===== config.mk =====
export PLATFORM = sky130hd
export DESIGN_NAME = tty_ctrl_flat
export DESIGN_NICKNAME = d
export VERILOG_FILES = /design/src/rtl/tty_ctrl_if.sv /design/src/rtl/tty_ctrl.sv /design/src/flat_wrapper.sv
export SDC_FILE = /design/constraint.sdc
export NUM_CORES = 1
export LEC_CHECK = 0
export CAP_MARGIN = 20
export CELL_PAD_IN_SITES_DETAIL_PLACEMENT = 1
export CELL_PAD_IN_SITES_GLOBAL_PLACEMENT = 1
export CORE_UTILIZATION = 30
export CTS_CLUSTER_DIAMETER = 100
export DETAILED_ROUTE_END_ITERATION = 10
export GPL_ROUTABILITY_DRIVEN = 0
export PLACE_DENSITY_LB_ADDON = 0.1
export SYNTH_ARGS = -nofsm -noshare
export SYNTH_HDL_FRONTEND = slang
export SYNTH_SLANG_ARGS = --single-unit

===== constraint.sdc =====
create_clock -name i_clk -period 5.1 [get_ports i_clk]
set_input_delay 0.765 -clock i_clk [delete_from_list [all_inputs] [get_ports i_clk]]
set_output_delay 0.765 -clock i_clk [all_outputs]
set_load 0.02 [all_outputs]

===== src/rtl/tty_ctrl_if.sv =====
// Character, engine-handshake and VRAM port bundle for the teletype sequencer.
// The sequencer binds to the slave modport; the surrounding system uses master.
interface tty_ctrl_if;
  logic        i_valid;
  logic [7:0]  i_char;
  logic        i_ctrl_en;
  logic        o_ready;
  logic        o_scroll_start;
  logic        i_scroll_running;
  logic        o_clear_start;
  logic        i_clear_running;
  logic [10:0] o_vram_addr;
  logic [7:0]  o_vram_din;
  logic        o_vram_ce;
  logic        o_vram_w;
  logic [5:0]  o_col;
  logic [4:0]  o_row;

  modport slave (
    input  i_valid, i_char, i_ctrl_en, i_scroll_running, i_clear_running,
    output o_ready, o_scroll_start, o_clear_start,
    output o_vram_addr, o_vram_din, o_vram_ce, o_vram_w, o_col, o_row
  );

  modport master (
    output i_valid, i_char, i_ctrl_en, i_scroll_running, i_clear_running,
    input  o_ready, o_scroll_start, o_clear_start,
    input  o_vram_addr, o_vram_din, o_vram_ce, o_vram_w, o_col, o_row
  );
endinterface


===== src/rtl/tty_ctrl.sv =====
// Teletype sequencer: decodes one character at a time, writes glyphs at the
// cursor and hands the VRAM port to the scroll/clear engines when they run.
module tty_ctrl #(
  parameter int COLS = 60,
  parameter int ROWS = 17
) (
  input  logic      i_clk,
  input  logic      i_rst,
  tty_ctrl_if.slave bus
);

  typedef enum logic [3:0] {
    IDLE,
    DECODE,
    WRITE,
    ADV,
    SCR_START,
    SCR_WAIT_HI,
    SCR_WAIT_LO,
    CLR_START,
    CLR_WAIT_HI,
    CLR_WAIT_LO
  } state_t;

  localparam logic [5:0] LAST_COL = 6'(COLS - 1);
  localparam logic [4:0] LAST_ROW = 5'(ROWS - 1);

  localparam logic [7:0] CH_BS  = 8'h08;
  localparam logic [7:0] CH_LF  = 8'h0A;
  localparam logic [7:0] CH_FF  = 8'h0C;
  localparam logic [7:0] CH_CR  = 8'h0D;
  localparam logic [7:0] CH_SP  = 8'h20;
  localparam logic [7:0] CH_DEL = 8'h7F;

  state_t     state;
  state_t     state_next;
  logic [5:0] col;
  logic [5:0] col_next;
  logic [4:0] row;
  logic [4:0] row_next;
  logic [7:0] char_q;
  logic       ctrl_q;
  logic       newline;
  logic       engine_busy;
  logic       accept;

  assign engine_busy = bus.i_scroll_running | bus.i_clear_running;
  assign accept      = bus.i_valid & bus.o_ready;

  always_ff @(posedge i_clk) begin
    if (i_rst) begin
      state <= IDLE;
    end else begin
      state <= state_next;
    end
  end

  always_ff @(posedge i_clk) begin
    if (i_rst) begin
      col    <= '0;
      row    <= '0;
      char_q <= '0;
      ctrl_q <= 1'b0;
    end else begin
      col <= col_next;
      row <= row_next;
      if (accept) begin
        char_q <= bus.i_char;
        ctrl_q <= bus.i_ctrl_en;
      end
    end
  end

  // Newline is requested from both DECODE (LF) and ADV (line wrap) and
  // resolved once after the case so both paths share the scroll decision.
  always_comb begin
    state_next = state;
    col_next   = col;
    row_next   = row;
    newline    = 1'b0;

    unique case (state)
      IDLE: begin
        if (accept) state_next = DECODE;
      end

      DECODE: begin
        if (!ctrl_q) begin
          state_next = WRITE;
        end else begin
          unique case (char_q)
            CH_CR: begin
              col_next   = '0;
              state_next = IDLE;
            end
            CH_LF: begin
              newline = 1'b1;
            end
            CH_BS: begin
              if (col != '0) col_next = col - 6'd1;
              state_next = IDLE;
            end
            CH_FF: begin
              col_next   = '0;
              row_next   = '0;
              state_next = CLR_START;
            end
            default: begin
              if (char_q < CH_SP || char_q == CH_DEL) begin
                state_next = IDLE;
              end else begin
                state_next = WRITE;
              end
            end
          endcase
        end
      end

      WRITE: begin
        state_next = ADV;
      end

      ADV: begin
        if (col < LAST_COL) begin
          col_next   = col + 6'd1;
          state_next = IDLE;
        end else begin
          col_next = '0;
          newline  = 1'b1;
        end
      end

      SCR_START:   state_next = SCR_WAIT_HI;
      SCR_WAIT_HI: if (bus.i_scroll_running)  state_next = SCR_WAIT_LO;
      SCR_WAIT_LO: if (!bus.i_scroll_running) state_next = IDLE;

      CLR_START:   state_next = CLR_WAIT_HI;
      CLR_WAIT_HI: if (bus.i_clear_running)   state_next = CLR_WAIT_LO;
      CLR_WAIT_LO: if (!bus.i_clear_running)  state_next = IDLE;

      default: state_next = IDLE;
    endcase

    // On the bottom row the row stays put and the scroll engine makes room.
    if (newline) begin
      if (row < LAST_ROW) begin
        row_next   = row + 5'd1;
        state_next = IDLE;
      end else begin
        state_next = SCR_START;
      end
    end
  end

  assign bus.o_ready        = (state == IDLE) && !engine_busy;
  assign bus.o_scroll_start = (state == SCR_START);
  assign bus.o_clear_start  = (state == CLR_START);
  assign bus.o_vram_ce      = (state == WRITE);
  assign bus.o_vram_w       = (state == WRITE);
  assign bus.o_vram_din     = (state == WRITE) ? char_q : 8'h00;
  assign bus.o_vram_addr    = {row, col};
  assign bus.o_col          = col;
  assign bus.o_row          = row;

  cursor_col_in_range: assert property (@(posedge i_clk) disable iff (i_rst)
    col <= LAST_COL);
  cursor_row_in_range: assert property (@(posedge i_clk) disable iff (i_rst)
    row <= LAST_ROW);
  starts_exclusive: assert property (@(posedge i_clk) disable iff (i_rst)
    !(bus.o_scroll_start && bus.o_clear_start));

endmodule


===== src/flat_wrapper.sv =====
// flat-port wrapper written by rule: the top's interface ports become plain ports
module tty_ctrl_flat 
#(
  parameter int COLS = 60,
  parameter int ROWS = 17
)
  (i_clk, i_rst, bus_i_valid, bus_i_char, bus_i_ctrl_en, bus_i_scroll_running, bus_i_clear_running, bus_o_ready, bus_o_scroll_start, bus_o_clear_start, bus_o_vram_addr, bus_o_vram_din, bus_o_vram_ce, bus_o_vram_w, bus_o_col, bus_o_row);
  tty_ctrl_if bus_i ();
  input  logic i_clk;
  input  logic i_rst;
  input wire logic [$bits(bus_i.i_valid)-1:0] bus_i_valid;
  input wire logic [$bits(bus_i.i_char)-1:0] bus_i_char;
  input wire logic [$bits(bus_i.i_ctrl_en)-1:0] bus_i_ctrl_en;
  input wire logic [$bits(bus_i.i_scroll_running)-1:0] bus_i_scroll_running;
  input wire logic [$bits(bus_i.i_clear_running)-1:0] bus_i_clear_running;
  output wire logic [$bits(bus_i.o_ready)-1:0] bus_o_ready;
  output wire logic [$bits(bus_i.o_scroll_start)-1:0] bus_o_scroll_start;
  output wire logic [$bits(bus_i.o_clear_start)-1:0] bus_o_clear_start;
  output wire logic [$bits(bus_i.o_vram_addr)-1:0] bus_o_vram_addr;
  output wire logic [$bits(bus_i.o_vram_din)-1:0] bus_o_vram_din;
  output wire logic [$bits(bus_i.o_vram_ce)-1:0] bus_o_vram_ce;
  output wire logic [$bits(bus_i.o_vram_w)-1:0] bus_o_vram_w;
  output wire logic [$bits(bus_i.o_col)-1:0] bus_o_col;
  output wire logic [$bits(bus_i.o_row)-1:0] bus_o_row;
  assign bus_i.i_valid = bus_i_valid;
  assign bus_i.i_char = bus_i_char;
  assign bus_i.i_ctrl_en = bus_i_ctrl_en;
  assign bus_i.i_scroll_running = bus_i_scroll_running;
  assign bus_i.i_clear_running = bus_i_clear_running;
  assign bus_o_ready = bus_i.o_ready;
  assign bus_o_scroll_start = bus_i.o_scroll_start;
  assign bus_o_clear_start = bus_i.o_clear_start;
  assign bus_o_vram_addr = bus_i.o_vram_addr;
  assign bus_o_vram_din = bus_i.o_vram_din;
  assign bus_o_vram_ce = bus_i.o_vram_ce;
  assign bus_o_vram_w = bus_i.o_vram_w;
  assign bus_o_col = bus_i.o_col;
  assign bus_o_row = bus_i.o_row;
  tty_ctrl #(.COLS(COLS), .ROWS(ROWS)) u_core (.i_clk(i_clk), .i_rst(i_rst), .bus(bus_i));
endmodule

==> results.rst, run 1 <==
.. list-table::
   :header-rows: 1

   * - Metric
     - Value
   * - Outcome
     - finished clean
   * - Least-Margin Pin Slew
     - 987 ps
   * - P_leak
     - 0.777 nW
   * - Crit path buffers/inverters
     - 2
   * - Share of the yosys chip area belonging to registers
     - 28.7%
   * - Final instance count without filler cells
     - 312
   * - Final hold vios
     - 0
   * - Master cell of the clock root buffer
     - sky130_fd_sc_hd__clkbuf_8
   * - Most congested layer reported by global routing
     - met2
   * - GR met2 Demand/Resource
     - 28.7%
   * - Synth-to-Final Area Change
     - 28.6%
   * - Mapped Cells
     - 212
   * - Router iterations before antenna repair
     - 4
   * - Met1 capacity usage during global routing
     - 22.0%
   * - Critical path peak fanout
     - 4
   * - Port buffer count
     - 48
   * - Pwr/cell area
     - 161 nW/um^2
   * - Aggregate negative setup slack
     - 0 ps
   * - Ports
     - 49
   * - Buffers inserted during post-CTS setup optimization
     - 0
   * - Number of nets in the finished design
     - 262
   * - CTS max path bufs
     - 2
   * - Peak supply drop
     - 0.0777 mV
   * - Fraction of final layout cells with drive strength greater than 1
     - 6.20%
   * - Max-capacitance violation count
     - 0
   * - Number of flops mapped to enable cells by yosys
     - 0
   * - Synthesis warning total
     - 0
   * - Routed WL per cell
     - 15.0 um
   * - CTS tree
     - yes
   * - Average footprint of a synthesized cell
     - 7.91 um^2
   * - Source-to-sink clock delay at the later pin of the worst-skew pair
     - 270 ps
   * - HPWL after detailed placement
     - 3350 um
   * - Number of antenna violations at the first check in global routing
     - 0
   * - Post-layout utilization of the core
     - 41.2%
   * - Initial standard-cell utilization of the core
     - 32.0%
   * - Highest-count cells in the layout ignoring fill and taps
     - sky130_fd_sc_hd__clkdlybuf4s50_1, sky130_fd_sc_hd__dfxtp_1, sky130_fd_sc_hd__nor2_1
   * - Unrepaired setup endpoints after global routing
     - false
   * - Post-CTS clock slew at the launch and capture registers of the worst setup and hold paths
     - 80 ps
   * - Number of distinct library cell variants in the gate-level netlist after synthesis
     - 53
   * - Synthesis-stage register bit count
     - 24
   * - Routed Antenna Nets
     - 0
   * - Combinational family with the most area after synthesis
     - simple AND/OR/NAND/NOR gates
   * - Post-synthesis mux area share
     - 5.97%
   * - Final number of setup-violating endpoints
     - 0
   * - First-pass GRT wire length
     - 8180 um
   * - Worst EP required
     - 4340 ps
   * - H-tree depth reported by CTS
     - 1
   * - Total routing usage reported by global routing
     - 16.8%
   * - Largest stage delay on the critical path
     - 660 ps
   * - Vias after detailed routing
     - 1680
   * - Congestion Overflow GR
     - 0
   * - Adder-cell area share of the yosys netlist
     - 3.58%
   * - Area fraction in compound gates after synthesis
     - 20.8%
   * - Final Critical Period
     - 2940 ps
   * - TritonCTS buffer count
     - 3
   * - Number of placement rows
     - 26
   * - Diode count
     - 0
   * - Ys async rst share
     - 0%
   * - Crit Path Category
     - in -> out
   * - Crit path capture type
     - output port
   * - Die Span Y
     - 76.8 um
   * - Leading register cell type out of synthesis
     - sky130_fd_sc_hd__dfxtp_1
   * - Relative slew margins
     - 34.0%
   * - F_max
     - 340 MHz
   * - Slowest cell on crit path
     - sky130_fd_sc_hd__clkdlybuf4s50_1
   * - GR Util met3
     - 2.14%
   * - Xor and xnor area share after synthesis
     - 0.522%
   * - Die Width
     - 76.8 um
   * - Worst-path cell chain
     - clkdlybuf4s50_1 > nor3_1 > clkdlybuf4s50_1
   * - Maximum number of pins on one net before global-route repair
     - 25
   * - Detailed Route WL
     - 4700 um
   * - Synth Area in Simple Gates
     - 30.4%
   * - Cell class contributing the biggest share of worst-path delay
     - buffers and inverters
   * - Crit path DAT
     - 2170 ps
   * - Number of DRC markers after the initial detailed-route iteration
     - 67
   * - Placed Instances
     - 308
   * - Die ar.
     - 5890 um^2
   * - Via count of the first global-routing pass
     - 1672
   * - Synthesized cell area
     - 1680 um^2
   * - Worst hold-check path type
     - reg -> reg
   * - Most common cell after layout, fill and taps aside
     - sky130_fd_sc_hd__clkdlybuf4s50_1
   * - Number of nets in the synthesized netlist
     - 230
   * - Cell repeated most along the worst path
     - sky130_fd_sc_hd__clkdlybuf4s50_1
   * - Core outline area
     - 5240 um^2
   * - Clk_skew
     - 9.34 ps
   * - Cts-stage hold buffer count
     - 0
   * - Final slew viol count
     - 0
   * - Clock Sinks
     - 24
   * - Critical Path Start Type
     - input pin
   * - Remaining DRCs
     - 0
   * - Post-route fraction of the period consumed by the critical path
     - 57.6%
   * - Detailed-route vias per instance
     - 5.38
   * - Gates resized, CTS repair
     - 0
-- flip-flops by register name, summed over array words and instances (netlist names) --
register          count
u_core.char_q         8
u_core.bus.o_row      5
u_core.state          4
u_core.bus.o_col      6
u_core.ctrl_q         1
-- path summary, 6_finish.rpt --
kind / startpoint / to / slack [ps] / depth (start not counted)
worst min-delay path: u_core.ctrl_q / u_core.ctrl_q / 540 / 2
worst min register to register: u_core.ctrl_q / u_core.ctrl_q / 540 / 2
worst max-delay path: bus_i_scroll_running / bus_o_ready / 2160 / 3
worst max register to register: u_core.state[0] / u_core.bus.o_col[1] / 2800 / 5
-- worst register-to-register path, cell delays in order, from the launching register on --
cell,delay (ps)
sky130_fd_sc_hd__dfxtp_1,580
sky130_fd_sc_hd__nand3b_1,150
sky130_fd_sc_hd__a2111oi_0,580
sky130_fd_sc_hd__a31oi_1,400
sky130_fd_sc_hd__a311oi_1,350
sky130_fd_sc_hd__a211oi_1,90
-- area by class of cell --
type,count,area [um^2]
Fill cell,629,3080
Multi-Input combinational cell,158,1030
Timing Repair Buffer,50,493
Sequential cell,24,480
Tap cell,70,87.6
Clock buffer,3,41.3
Inverter,7,26.3
-- per-stage QoR --
stage / hold slack (ps) / total power, mW / worst slack (ps) / cell area [um^2]
floorplan: 478 / 0.217 / 2160 / 1680
global placement: 511 / 0.234 / 2160 / 2110
detailed placement: 531 / 0.235 / 2160 / 2110
CTS: 552 / 0.352 / 2140 / 2150
global route: 568 / 0.367 / 2030 / 2160
finish: 543 / 0.346 / 2160 / 2160
-- where the power goes --
| part | switching (mW) | internal (mW) |
|---|---|---|
| Combinational | 0.0157 | 0.0188 |
| Clock | 0.0636 | 0.0530 |
| Sequential | 0.00502 | 0.190 |
| Total | 0.0843 | 0.262 |
-- cells in the mapped netlist (2+ instances only) --
cell type	instances	area share, %
sky130_fd_sc_hd__o21ai_0	5	1.5
sky130_fd_sc_hd__nand2_1	12	2.7
sky130_fd_sc_hd__clkbuf_1	6	1.3
sky130_fd_sc_hd__a211oi_1	2	0.90
sky130_fd_sc_hd__or3b_2	3	1.6
sky130_fd_sc_hd__nand4_1	3	1.1
sky130_fd_sc_hd__buf_2	3	0.90
sky130_fd_sc_hd__nand3_1	11	3.3
sky130_fd_sc_hd__a31oi_1	3	1.1
sky130_fd_sc_hd__dfxtp_1	24	29
sky130_fd_sc_hd__and3_1	2	0.75
sky130_fd_sc_hd__ha_1	4	3.0
sky130_fd_sc_hd__mux2i_1	10	6.0
sky130_fd_sc_hd__nor2_1	23	5.1
sky130_fd_sc_hd__nor3_1	8	2.4
sky130_fd_sc_hd__o311ai_0	2	1.0
sky130_fd_sc_hd__o211ai_1	7	3.1
sky130_fd_sc_hd__nand4bb_1	2	1.3
sky130_fd_sc_hd__a311oi_1	3	1.6
sky130_fd_sc_hd__nor2b_1	2	0.75
sky130_fd_sc_hd__a21oi_1	14	4.2
sky130_fd_sc_hd__nand2b_1	2	0.75
sky130_fd_sc_hd__o22ai_1	4	1.5
sky130_fd_sc_hd__and2_1	9	3.4
sky130_fd_sc_hd__buf_4	12	5.4
sky130_fd_sc_hd__inv_1	7	1.6
sky130_fd_sc_hd__nand3b_1	3	1.3
-- metal layers --
layer / up-vias / routed length [um]
li1: 832 / -
met3: 4 / 143
met4: 0 / 38
met1: 809 / 2300
met5: - / 0
met2: 35 / 2220
-- cell families (layout without fill, tap and decap cells) --
group           count (synthesis)  after routing
compound gates                 52             52
simple gates                   90             90
xor+xnor                        1              1
mux                            10             10
flops                          24             24
fa+ha+maj                       5              5
buf+inv                        30             60
(Power assumes the default switching activity.)
==> run 2: changes to the inputs <==
==> constraint.sdc (replaced) <==
create_clock -name i_clk -period 2.8 [get_ports i_clk]
set_input_delay 0.42 -clock i_clk [delete_from_list [all_inputs] [get_ports i_clk]]
set_output_delay 0.42 -clock i_clk [all_outputs]
set_load 0.02 [all_outputs]
==> results.rst, run 2 (synthesis gave the netlist of run 1 again) <==
.. list-table::
   :header-rows: 1

   * - Metric
     - Value
   * - Highest-count cells in the layout ignoring fill and taps
     - sky130_fd_sc_hd__clkdlybuf4s50_1, sky130_fd_sc_hd__dfxtp_1, sky130_fd_sc_hd__nor2_1
   * - HPWL after detailed placement
     - 3420 um (+2.1%)
   * - Maximum number of pins on one net before global-route repair
     - 17 (-32%)
   * - Worst EP required
     - 2380 ps (-1960 ps)
   * - Max-capacitance violation count
     - 0 (unchanged)
   * - Router iterations before antenna repair
     - 4 (unchanged)
   * - First element of the critical path
     - u_core.state[0]
   * - Number of placement rows
     - 26 (unchanged)
   * - CTS tree
     - yes
   * - Critical Path Start Type
     - flop
   * - Ports
     - 49 (unchanged)
   * - Core outline area
     - 5240 um^2 (unchanged)
   * - Portion of total power attributed to sequential cells
     - 53.4% (-3.0 points)
   * - Buffers inserted during post-CTS setup optimization
     - 0 (unchanged)
   * - Crit Path Category
     - reg -> out
   * - Unrepaired setup endpoints after global routing
     - false
   * - Synth-to-Final Area Change
     - 30.9%
   * - Remaining DRCs
     - 0 (unchanged)
   * - Clock share of power
     - 36.9% (+3.3 points)
   * - Fraction of final layout cells with drive strength greater than 1
     - 7.72% (+1.5 points)
   * - Via count of the first global-routing pass
     - 1647 (-1.5%)
   * - Post-place setup slack
     - 536 ps (-1630 ps)
   * - Clk_skew
     - 9.91 ps (+0.570 ps)
   * - Detailed Route WL
     - 4730 um (+0.75%)
   * - CTS max path bufs
     - 2 (unchanged)
   * - Number of DRC markers after the initial detailed-route iteration
     - 34 (-49%)
   * - F_max
     - 388 MHz
   * - Least-Margin Pin Slew
     - 639 ps (-348 ps)
   * - Die Width
     - 76.8 um (unchanged)
   * - Relative slew margins
     - 57.2% (+23 points)
   * - Pwr/cell area
     - 304 nW/um^2 (+89%)
   * - Total routing usage reported by global routing
     - 16.7% (-0.11 points)
   * - Post-CTS clock slew at the launch and capture registers of the worst setup and hold paths
     - 100 ps (+20 ps)
   * - First-pass GRT wire length
     - 8090 um (-1.1%)
   * - Worst setup path end
     - bus_o_ready
   * - Logic pwr share
     - 9.7% (-0.3 points)
   * - Net Sw Frac
     - 23.8% (-0.53 points)
   * - Crit path DAT
     - 2150 ps (-20 ps)
   * - Reg2reg path depth
     - 5 (unchanged)
   * - Pwr Total
     - 0.666 mW (+92%)
   * - Cell internal power dissipation
     - 0.507 mW (+94%)
   * - Die Span Y
     - 76.8 um (unchanged)
   * - Die ar.
     - 5890 um^2 (unchanged)
   * - Number of nets in the finished design
     - 265 (+1.1%)
   * - Worst reg2reg path endpoint
     - u_core.bus.o_col[1]
   * - Post-layout instance area
     - 2190 um^2 (+1.8%)
   * - Critical path peak fanout
     - 13 (+9)
   * - Master cell of the clock root buffer
     - sky130_fd_sc_hd__clkbuf_8
   * - Diode count
     - 0 (unchanged)
   * - Final hold vios
     - 0 (unchanged)
   * - Cts-stage hold buffer count
     - 0 (unchanged)
   * - Peak supply drop
     - 0.208 mV (+170%)
   * - Number of antenna violations at the first check in global routing
     - 0 (unchanged)
   * - Outcome
     - finished clean
   * - Crit path capture type
     - output port
   * - Aggregate negative setup slack
     - 0 ps (unchanged)
   * - Gates resized, CTS repair
     - 0 (unchanged)
   * - Post-route fraction of the period consumed by the critical path
     - 92.0%
   * - Port buffer count
     - 48 (unchanged)
   * - Vias after detailed routing
     - 1656 (-1.4%)
   * - Final slew viol count
     - 0 (unchanged)
   * - Placed Instances
     - 312 (+1.3%)
   * - Worst reg-to-reg setup slack
     - 560 ps (-2240 ps)
   * - Area after DPL
     - 2140 um^2 (+1.4%)
   * - Switching component of the power
     - 0.159 mW (+88%)
   * - Clock Sinks
     - 24 (unchanged)
   * - Worst hold-check path type
     - reg -> reg
   * - Routed WL per cell
     - 15.0 um (-0.53%)
   * - Final instance count without filler cells
     - 316 (+1.3%)
   * - Number of flip-flops under the largest register name
     - 8 (unchanged)
   * - Worst flop-to-flop path startpoint
     - u_core.state[0]
   * - Final number of setup-violating endpoints
     - 0 (unchanged)
   * - TritonCTS buffer count
     - 3 (unchanged)
   * - P_leak
     - 0.799 nW (+2.9%)
   * - Final Worst Setup Slack
     - 225 ps (-1940 ps)
   * - Most common cell after layout, fill and taps aside
     - sky130_fd_sc_hd__clkdlybuf4s50_1
   * - Routed Antenna Nets
     - 0 (unchanged)
   * - Final Critical Period
     - 2570 ps
   * - Congestion Overflow GR
     - 0 (unchanged)
   * - Initial standard-cell utilization of the core
     - 32.0% (unchanged)
   * - Source-to-sink clock delay at the later pin of the worst-skew pair
     - 270 ps (about the same)
   * - Detailed-route vias per instance
     - 5.24 (-2.7%)
   * - Register name with the most flops
     - u_core.char_q
   * - Filler Cell Count
     - 633 (+0.64%)
   * - H-tree depth reported by CTS
     - 1 (unchanged)
==> run 2: changes by cell type in the layout (fill, tap and decap cells not counted), sizes merged <==
cell  previous run  this run
buf              1         5
==> run 2: critical path, stage by stage, from the launching register on <==
cell and delay [ps]:
sky130_fd_sc_hd__dfxtp_1 440, sky130_fd_sc_hd__or4_1 560, sky130_fd_sc_hd__nor3_1 230, sky130_fd_sc_hd__clkdlybuf4s50_1 660
==> run 2: power by group through the flow <==
stage	clock (mW)	combinational, mW	sequential [mW]
floorplan	0	0.0358	0.359
global placement	0	0.0644	0.364
detailed placement	0	0.0654	0.364
CTS	0.260	0.0657	0.356
global route	0.274	0.0709	0.357
finish	0.246	0.0644	0.356
==> run 2: worst min-delay path by stage <==
stage	startpoint	to	slack (ps)	cells after the start
finish	u_core.bus.o_row[1]	u_core.bus.o_row[1]	540	2
global route	u_core.ctrl_q	u_core.ctrl_q	600	2
CTS	u_core.bus.o_row[1]	u_core.bus.o_row[1]	560	2
detailed placement	u_core.bus.o_row[1]	u_core.bus.o_row[1]	540	2
global placement	u_core.ctrl_q	u_core.ctrl_q	520	2
floorplan	u_core.ctrl_q	u_core.ctrl_q	480	2
==> run 2: metrics by stage <==
stage,hold WS (ps),utilization (%)
after floorplan,478,-
after global placement,523,40.9
after detailed placement,543,40.9
after CTS,556,41.9
after global routing,596,41.9
final,545,41.9
==> run 2: cell type report <==
| cell class | instances | area [um^2] | share of cell area [%] |
|---|---|---|---|
| flip-flops and latches | 24 | 480 | 21.9 |
| well taps | 70 | 87.6 | 3.99 |
| clock buffers | 4 | 55.1 | 2.51 |
| multi-input cells | 158 | 1030 | 46.8 |
| inverters | 7 | 26.3 | 1.20 |
| repair buffers | 53 | 518 | 23.6 |
==> run 2: layer usage <==
metal  part of all wire (%)  track usage, %  wire length, um
met2                     47            28.8             2220
met4                   0.72            3.46               34
met3                    3.2            2.74              152
met5                      0               0                0
met1                     49            21.5             2320
